`src/rtl/apb_mem_slave.sv`:
```
// APB slave bridging single transfers onto a simple synchronous memory port.
// Define APB_SLV_ERR_EN to flag misaligned and out-of-range addresses with pslverr.
module apb_mem_slave #(
    parameter int unsigned ADDR_WIDTH  = 32,
    parameter int unsigned DATA_WIDTH  = 32,
    parameter int unsigned MEM_BYTES   = 1024,
    parameter int unsigned WAIT_CYCLES = 0,
    localparam int unsigned NB         = DATA_WIDTH / 8,
    localparam int unsigned DEPTH      = MEM_BYTES / NB,
    localparam int unsigned IW         = $clog2(DEPTH)
) (
    input  logic                  clk,
    input  logic                  rst,
    input  logic                  psel,
    input  logic                  penable,
    input  logic                  pwrite,
    input  logic [ADDR_WIDTH-1:0] paddr,
    input  logic [DATA_WIDTH-1:0] pwdata,
    input  logic [NB-1:0]         pstrb,
    output logic                  pready,
    output logic                  pslverr,
    output logic [DATA_WIDTH-1:0] prdata,
    output logic                  mem_we,
    output logic                  mem_re,
    output logic [NB-1:0]         mem_be,
    output logic [IW-1:0]         mem_addr,
    output logic [DATA_WIDTH-1:0] mem_wdata,
    input  logic [DATA_WIDTH-1:0] mem_rdata
);

    localparam int unsigned OW = $clog2(NB);

    typedef enum logic [1:0] {StIdle, StWait, StResp} state_e;

    state_e                state_q, state_d;
    logic [3:0]            cnt_q, cnt_d;
    logic [ADDR_WIDTH-1:0] addr_q, addr_d;
    logic                  write_q, write_d;
    logic [DATA_WIDTH-1:0] wdata_q, wdata_d;
    logic [NB-1:0]         strb_q, strb_d;
    logic                  err;
    logic                  access;

`ifdef APB_SLV_ERR_EN
    localparam int unsigned MW = $clog2(MEM_BYTES);
    logic misaligned;
    logic out_of_range;

    assign misaligned   = |(addr_q & ADDR_WIDTH'(NB - 1));
    assign out_of_range = |(addr_q >> MW);
    assign err          = misaligned | out_of_range;
`else
    // Low byte-offset bits and bits above the memory size are dropped, so accesses wrap.
    logic unused_addr;

    assign unused_addr = ^addr_q;
    assign err         = 1'b0;
`endif

    always_ff @(posedge clk) begin
        if (rst) begin
            state_q <= StIdle;
            cnt_q   <= '0;
            addr_q  <= '0;
            write_q <= 1'b0;
            wdata_q <= '0;
            strb_q  <= '0;
        end else begin
            state_q <= state_d;
            cnt_q   <= cnt_d;
            addr_q  <= addr_d;
            write_q <= write_d;
            wdata_q <= wdata_d;
            strb_q  <= strb_d;
        end
    end

    always_comb begin
        state_d = state_q;
        cnt_d   = cnt_q;
        addr_d  = addr_q;
        write_d = write_q;
        wdata_d = wdata_q;
        strb_d  = strb_q;
        case (state_q)
            StIdle: begin
                // psel with penable already high is a protocol violation and is ignored.
                if (psel && !penable) begin
                    state_d = StWait;
                    cnt_d   = 4'(WAIT_CYCLES);
                    addr_d  = paddr;
                    write_d = pwrite;
                    wdata_d = pwdata;
                    strb_d  = pstrb;
                end
            end
            StWait: begin
                if (!psel) begin
                    state_d = StIdle;
                end else if (cnt_q == 4'd0) begin
                    state_d = StResp;
                end else begin
                    cnt_d = cnt_q - 4'd1;
                end
            end
            StResp:  state_d = StIdle;
            default: state_d = StIdle;
        endcase
    end

    // Memory strobe fires in the last wait cycle so read data lines up with the response cycle.
    assign access = (state_q == StWait) && (cnt_q == 4'd0) && psel && !err && !rst;

    always_comb begin
        mem_we    = access && write_q;
        mem_re    = access && !write_q;
        mem_be    = '0;
        mem_addr  = '0;
        mem_wdata = '0;
        if (mem_we) begin
            mem_be = strb_q;
        end else if (mem_re) begin
            mem_be = '1;
        end
        if (access) begin
            mem_addr  = addr_q[OW +: IW];
            mem_wdata = wdata_q;
        end
        pready  = (state_q == StResp) && !rst;
        pslverr = pready && err;
        prdata  = '0;
        if (pready && !err && !write_q) begin
            prdata = mem_rdata;
        end
    end

endmodule

```
`config.mk`:
```
export PLATFORM = sky130hd
export DESIGN_NAME = apb_mem_slave
export DESIGN_NICKNAME = d
export VERILOG_FILES = /design/src/rtl/apb_mem_slave.sv
export SDC_FILE = /design/constraint.sdc
export NUM_CORES = 1
export LEC_CHECK = 0
export BUFFER_PORTS_ARGS = -buffer_cell sky130_fd_sc_hd__buf_2
export CORE_MARGIN = 2
export CORE_UTILIZATION = 40
export CTS_CLUSTER_SIZE = 12
export DETAILED_ROUTE_END_ITERATION = 8
export HOLD_SLACK_MARGIN = 0.12
export PLACE_DENSITY = 0.84
export SLEW_MARGIN = 30
export SYNTH_ARGS = -nofsm -noshare
export SYNTH_HDL_FRONTEND = slang
export SYNTH_SLANG_ARGS = --single-unit
export TNS_END_PERCENT = 10
```
`constraint.sdc`:
```
create_clock -name clk -period 2.6 [get_ports clk]
set_clock_uncertainty 0.1 [all_clocks]
set_input_delay 0.13 -clock clk [delete_from_list [all_inputs] [get_ports clk]]
set_output_delay 0.13 -clock clk [all_outputs]
set_load 0.005 [all_outputs]
```
==> results.json, run 1 <==
{
  "status": "finished, final reports clean",
  "fin_ws_ns": 0.207,
  "slowest_stage": "or3_4",
  "final_cells": 603,
  "required_ns": 2.37,
  "drt-initial-drc-count": 109,
  "start_kind": "register",
  "seq_area_frac_synth_pct": 41.4,
  "post-route-period-util_pct": 92.1,
  "core_area_um2": 5920,
  "dpl.cell_count": 540,
  "portBuffers": 159,
  "final_common_cell": "buf_2",
  "clkSinkCount": 51,
  "synth.cell_area_um2": 2460,
  "grt_overflow": 0,
  "avgViaCountPerCell": 4.71,
  "drtAntennaViolNets": 0,
  "yosysUniqueCellTypes": 32,
  "yosysTopAreaCell": "dfxtp_1",
  "crit_path_end_kind": "output pin",
  "synth_nets": 432,
  "hp-class": "in2reg",
  "max_stage_delay_ns": 0.47,
  "root_buffer": "clkbuf_8",
  "antenna_found_initial": 0,
  "routed_wl_mm": 7.70,
  "diodes": 0,
  "clock_path_buffers": 2,
  "cap_violations": 0,
  "clock_latency_ns": 0.30,
  "clkTransAtPathRegs_ns": 0.10,
  "most-common-layout-cells": "buf_2 (159), nand2_1 (90), and2_1 (73), dlygate4sd3_1 (55)",
  "avgSynthCellArea_um2": 7.56,
  "wire_per_inst_um": 12.8,
  "p_leak_nw": 1.93,
  "syn_to_final_growth_pct": 60.2,
  "path_class": "reg2out",
  "grt_pass1_vias": 2556,
  "setup_viol": 0,
  "htreeDepth": 2,
  "hold_start": "penable",
  "die_area_um2": 6800,
  "drive_above_1_share_pct": 33.3,
  "cts_tree": "done",
  "path_cells": "inv_1 -> ha_1 -> or3b_1 -> or3_4 -> inv_16 -> and2_1 -> buf_2",
  "max_slew_margin_pct": 56.1,
  "firstDrtPassIters": 4,
  "fp.dieH_um": 82.5,
  "drc": 0,
  "worstMarginPinSlew_ns": 0.656,
  "synthTopCellsByArea": "dfxtp_1 (41%), and2_1 (19%), nand2_1 (14%), a21oi_1 (10%), buf_6 (2.3%)",
  "cts_made_buffers": 5,
  "grt_pass1_wl_mm": 11.2,
  "nNetsFinal": 633,
  "num_io_pins": 185,
  "finalHoldViolations": 0,
  "place_ws_ns": 0.394,
  "crit_start": "cnt_q[0]$_SDFFE_PP0P_",
  "gr-usage-all-layers_pct": 21.3,
  "max_freq_mhz": 418,
  "worstPathArrival_ns": 2.16,
  "rr_startpoint": "state_q[0]$_SDFFE_PP0P_",
  "initial_utilization_pct": 41.6,
  "cp_max_fo": 42,
  "fin_tns_setup_ns": 0,
  "vias": 2838,
  "ys_ff_latch": 51,
  "yosys_warnings": 0,
  "grt_max_degree": 43,
  "ir_worst_vdd_mv": 0.367,
  "std_cell_rows": 28,
  "syn_inst": 326,
  "synth_top_area_share_pct": 41.4,
  "rsz0062_at_grt": "false",
  "period_needed_ns": 2.39,
  "p_per_area_nw_per_um2": 417,
  "die_w_um": 82.5,
  "gp_congestion": 0.720,
  "slew_viol_final": 0,
  "hpwl_mm": 4.83
}
## routing by layer
layer  up-vias  part of all wire (%)  GRT usage (%)
met3        12                   4.9           4.35
met2        88                    53           38.1
li1       1431                     -              -
met4         0                   1.6           7.83
met1      1307                    41           25.0
met5         -                     0              0
## cell usage after synthesis
master,n
a2111oi_0,1
a211o_1,1
a21oi_1,51
a311oi_1,1
a31oi_1,2
and2_1,73
and3b_1,1
buf_2,8
buf_4,1
buf_6,5
clkbuf_1,11
clkinv_4,1
conb_1,1
dfxtp_1,51
ha_1,1
inv_1,7
nand2_1,90
nand2b_1,2
nand3_1,1
nand3b_1,1
nand4_1,1
nor2_1,2
nor2b_1,2
nor3_1,1
nor3b_1,2
nor4b_4,1
o211ai_1,1
o21ai_0,1
or3_1,2
or3b_1,1
or4b_1,1
or4b_2,1
## report_power, final
part | internal (mW) | switching (mW)
combinational | 0.135 | 0.103
clock | 0.317 | 0.259
sequential | 0.815 | 0.0176
total | 1.27 | 0.380
## cell families (layout without fill, tap and decap cells)
family | Yosys count | count (layout) | share of synthesized area (%)
DFF | 51 | 51 | 41.4
and+or+nand+nor | 182 | 182 | 38.1
other | 1 | 1 | 0.152
buffers and inverters | 33 | 235 | 7.31
adders and majority gates | 1 | 1 | 0.508
AOI/OAI and AO/OA | 58 | 58 | 12.4
## state kept, by name, summed over array words and instances, names as in the netlist
signal   cells
wdata_q     32
addr_q       8
cnt_q        4
strb_q       4
state_q      2
write_q      1
## area by class of cell
type	count	area, um2
multi-input combinational	242	1270
tap	75	93.8
timing repair buffer	219	1400
inverter	8	46.3
fill	471	1970
clock inverter	2	38.8
sequential	51	1020
clock buffer	6	82.6
## worst paths after layout
| kind | to | cells after the start | slack, ns |
|---|---|---|---|
| max reg2reg | wdata_q[30]$_SDFFE_PP0P_ | 4 | 0.51 |
| min | state_q[0]$_SDFFE_PP0P_ | 3 | 0.20 |
| max | mem_wdata[26] | 7 | 0.21 |
| min reg2reg | wdata_q[7]$_SDFFE_PP0P_ | 2 | 0.35 |
## through the flow
stage / util [%] / total power [mW] / cell area (um2) / hold WS [ns]
after floorplan: - / 0.937 / 2460 / 0.166
after global placement: 55.0 / 1.02 / 3260 / 0.271
after detailed placement: 55.0 / 1.02 / 3260 / 0.276
after CTS: 66.4 / 1.66 / 3930 / 0.192
after global routing: 66.7 / 1.72 / 3950 / 0.220
final: 66.7 / 1.65 / 3950 / 0.196
## worst max-delay path, delay by kind of cell, from the launching register on
kind,cells,cell delay (ns)
and+or+nand+nor,3,1.00
DFF,1,0.35
buffers and inverters,3,0.32
adders and majority gates,1,0.19
## what timing repair did
item / CTS / global route
hold endpoints to repair: 46 / 0
setup endpoints to repair: 0 / 41
hold buffers: 55 / 0
buffers inserted: 0 / 0
gates resized for setup: 0 / 3
Power figures use the tool's default switching activity.
==> inputs of run 2 (changes only) <==
--- a/config.mk
+++ b/config.mk
@@ -5,13 +5,13 @@
 export SDC_FILE = /design/constraint.sdc
 export NUM_CORES = 1
 export LEC_CHECK = 0
-export BUFFER_PORTS_ARGS = -buffer_cell sky130_fd_sc_hd__buf_2
 export CORE_MARGIN = 2
-export CORE_UTILIZATION = 40
+export CORE_UTILIZATION = 50
 export CTS_CLUSTER_SIZE = 12
 export DETAILED_ROUTE_END_ITERATION = 8
+export DONT_BUFFER_PORTS = 1
 export HOLD_SLACK_MARGIN = 0.12
-export PLACE_DENSITY = 0.84
+export PLACE_DENSITY = 0.69
 export SLEW_MARGIN = 30
 export SYNTH_ARGS = -nofsm -noshare
 export SYNTH_HDL_FRONTEND = slang
==> results.json, run 2 (same netlist as run 1, synthesis figures left out) <==
{
  "worstPathArrival_ns": 2.15,
  "required_ns": 2.37,
  "regToRegSetupSlack_ns": 0.24,
  "cap_violations": 0,
  "root_buffer": "clkbuf_8",
  "endpoint": "mem_addr[3]",
  "fin_tns_setup_ns": 0,
  "path_class": "reg2out",
  "drt-initial-drc-count": 93,
  "intPower_mw": 1.22,
  "clock_latency_ns": 0.30,
  "period_needed_ns": 2.38,
  "die_area_um2": 5500,
  "grt_pass1_wl_mm": 10.0,
  "grt_overflow": 0,
  "initial_utilization_pct": 52.2,
  "wire_per_inst_um": 14.6,
  "ir_worst_vdd_mv": 0.370,
  "crit_path_end_kind": "output pin",
  "crit_family": "simple AND/OR/NAND/NOR gates",
  "fin_util_pct": 72.3,
  "hpwl_mm": 3.60,
  "drtAntennaViolNets": 0,
  "multi_input_area_um2": 1270,
  "start_kind": "register",
  "power_mw": 1.57,
  "grt_pass1_vias": 2167,
  "cts_made_buffers": 5,
  "grt_max_degree": 51,
  "cts_tree": "done",
  "fp.dieH_um": 74.2,
  "register_area_um2": 1020,
  "htreeDepth": 2,
  "most-common-layout-cells": "nand2_1 (90), dlygate4sd3_1 (81), and2_1 (73), a21oi_1 (51), dfxtp_1 (51)",
  "die_w_um": 74.2,
  "comb_power_share_pct": 13.5,
  "path_cells": "inv_1 -> ha_1 -> or3b_1 -> or3_4 -> clkinv_4 -> and2_1",
  "largest_register_ffs": 32,
  "switchingPower_mw": 0.357,
  "hold_slack_ns": 0.196,
  "post-route-period-util_pct": 91.6,
  "std_cell_rows": 25,
  "diodes": 0,
  "crit_start": "cnt_q[0]$_SDFFE_PP0P_",
  "cp_max_fo": 42,
  "drive_above_1_share_pct": 5.03,
  "syn_to_final_growth_pct": 38.7,
  "max_freq_mhz": 420,
  "fillers": 360,
  "clockPowerShare_pct": 33.5,
  "hp-class": "in2reg",
  "drc": 0,
  "p_per_area_nw_per_um2": 460,
  "nNetsFinal": 504,
  "slew_viol_final": 0,
  "clkTransAtPathRegs_ns": 0.08,
  "antenna_found_initial": 0,
  "routed_wl_mm": 6.77,
  "final_common_cell": "nand2_1",
  "portBuffers": 0,
  "finalHoldViolations": 0,
  "reg2reg_depth": 7,
  "num_io_pins": 185,
  "avgViaCountPerCell": 5.12,
  "pwr-share-seq_pct": 53.0,
  "gp_congestion": 0.752,
  "p_leak_nw": 1.36,
  "core_area_um2": 4720,
  "reg2reg_to": "addr_q[4]$_SDFFE_PP0P_",
  "crit_buf_inv": 2,
  "clkSinkCount": 51,
  "slowest_stage": "or3_4",
  "status": "finished, final reports clean",
  "max_stage_delay_ns": 0.43,
  "crit_cells": 6,
  "rr_startpoint": "state_q[0]$_SDFFE_PP0P_",
  "top_register": "wdata_q",
  "switching_share_pct": 22.7,
  "reg_top3": "wdata_q (32), addr_q (8)",
  "gr-usage-all-layers_pct": 23.4,
  "setup_viol": 0,
  "clock_path_buffers": 2,
  "firstDrtPassIters": 4,
  "final_cells": 465,
  "vias": 2380,
  "rsz0062_at_grt": "false",
  "dpl.cell_count": 371
}
run 2: worst register-to-register path, stage by stage (launching register included):
cell           delay, ns
dfxtp_1             0.41
nor4b_4             0.23
buf_4               0.20
buf_4               0.12
nand2_1             0.04
dlygate4sd3_1       0.55
a21oi_1             0.11
dlygate4sd3_1       0.55
run 2: cell type report:
cell class,instances,area share [%]
Inverter,8,1.03
Clock inverter,1,0.879
Clock buffer,6,2.12
Multi-Input combinational cell,242,37.2
Timing Repair Buffer,90,26.4
Tap cell,67,2.45
Sequential cell,51,29.9
run 2: repair_timing:
action	4_1_cts	5_1_grt
setup endpoints to repair	0	34
hold buffers	82	0
buffers inserted	0	5
resized for setup	0	2
endpoints found under the hold margin	50	0
run 2: metal layers:
metal  up-vias  GRT usage (%)  part of all wire [%]
met1      1101           28.2                    41
met3         6           6.64                   7.0
met4         0           5.25                  0.72
met5         -              0                     0
li1       1175              -                     -
met2        98           41.4                    52
run 2: power groups by stage:
stage / registers, mW / logic (mW) / clock network, mW
detailed placement: 0.850 / 0.0933 / 0
finish: 0.834 / 0.212 / 0.528
CTS: 0.832 / 0.198 / 0.542
global route: 0.838 / 0.233 / 0.572
global placement: 0.849 / 0.0912 / 0
floorplan: 0.844 / 0.0933 / 0
run 2: worst min path at each step:
stage,depth (start not counted),from,endpoint
finish,3,penable,addr_q[3]$_SDFFE_PP0P_
global route,1,rst,pready
CTS,4,penable,wdata_q[5]$_SDFFE_PP0P_
detailed placement,1,rst,addr_q[7]$_SDFFE_PP0P_
global placement,1,rst,addr_q[7]$_SDFFE_PP0P_
floorplan,2,paddr[2],addr_q[2]$_SDFFE_PP0P_
run 2: metrics by stage:
step / instance area (um2) / setup WS, ns
global placement: 2440 / 0.489
CTS: 3370 / 0.0674
global route: 3420 / 0.0780
floorplan: 2460 / 0.702
detailed placement: 2440 / 0.466
finish: 3420 / 0.218
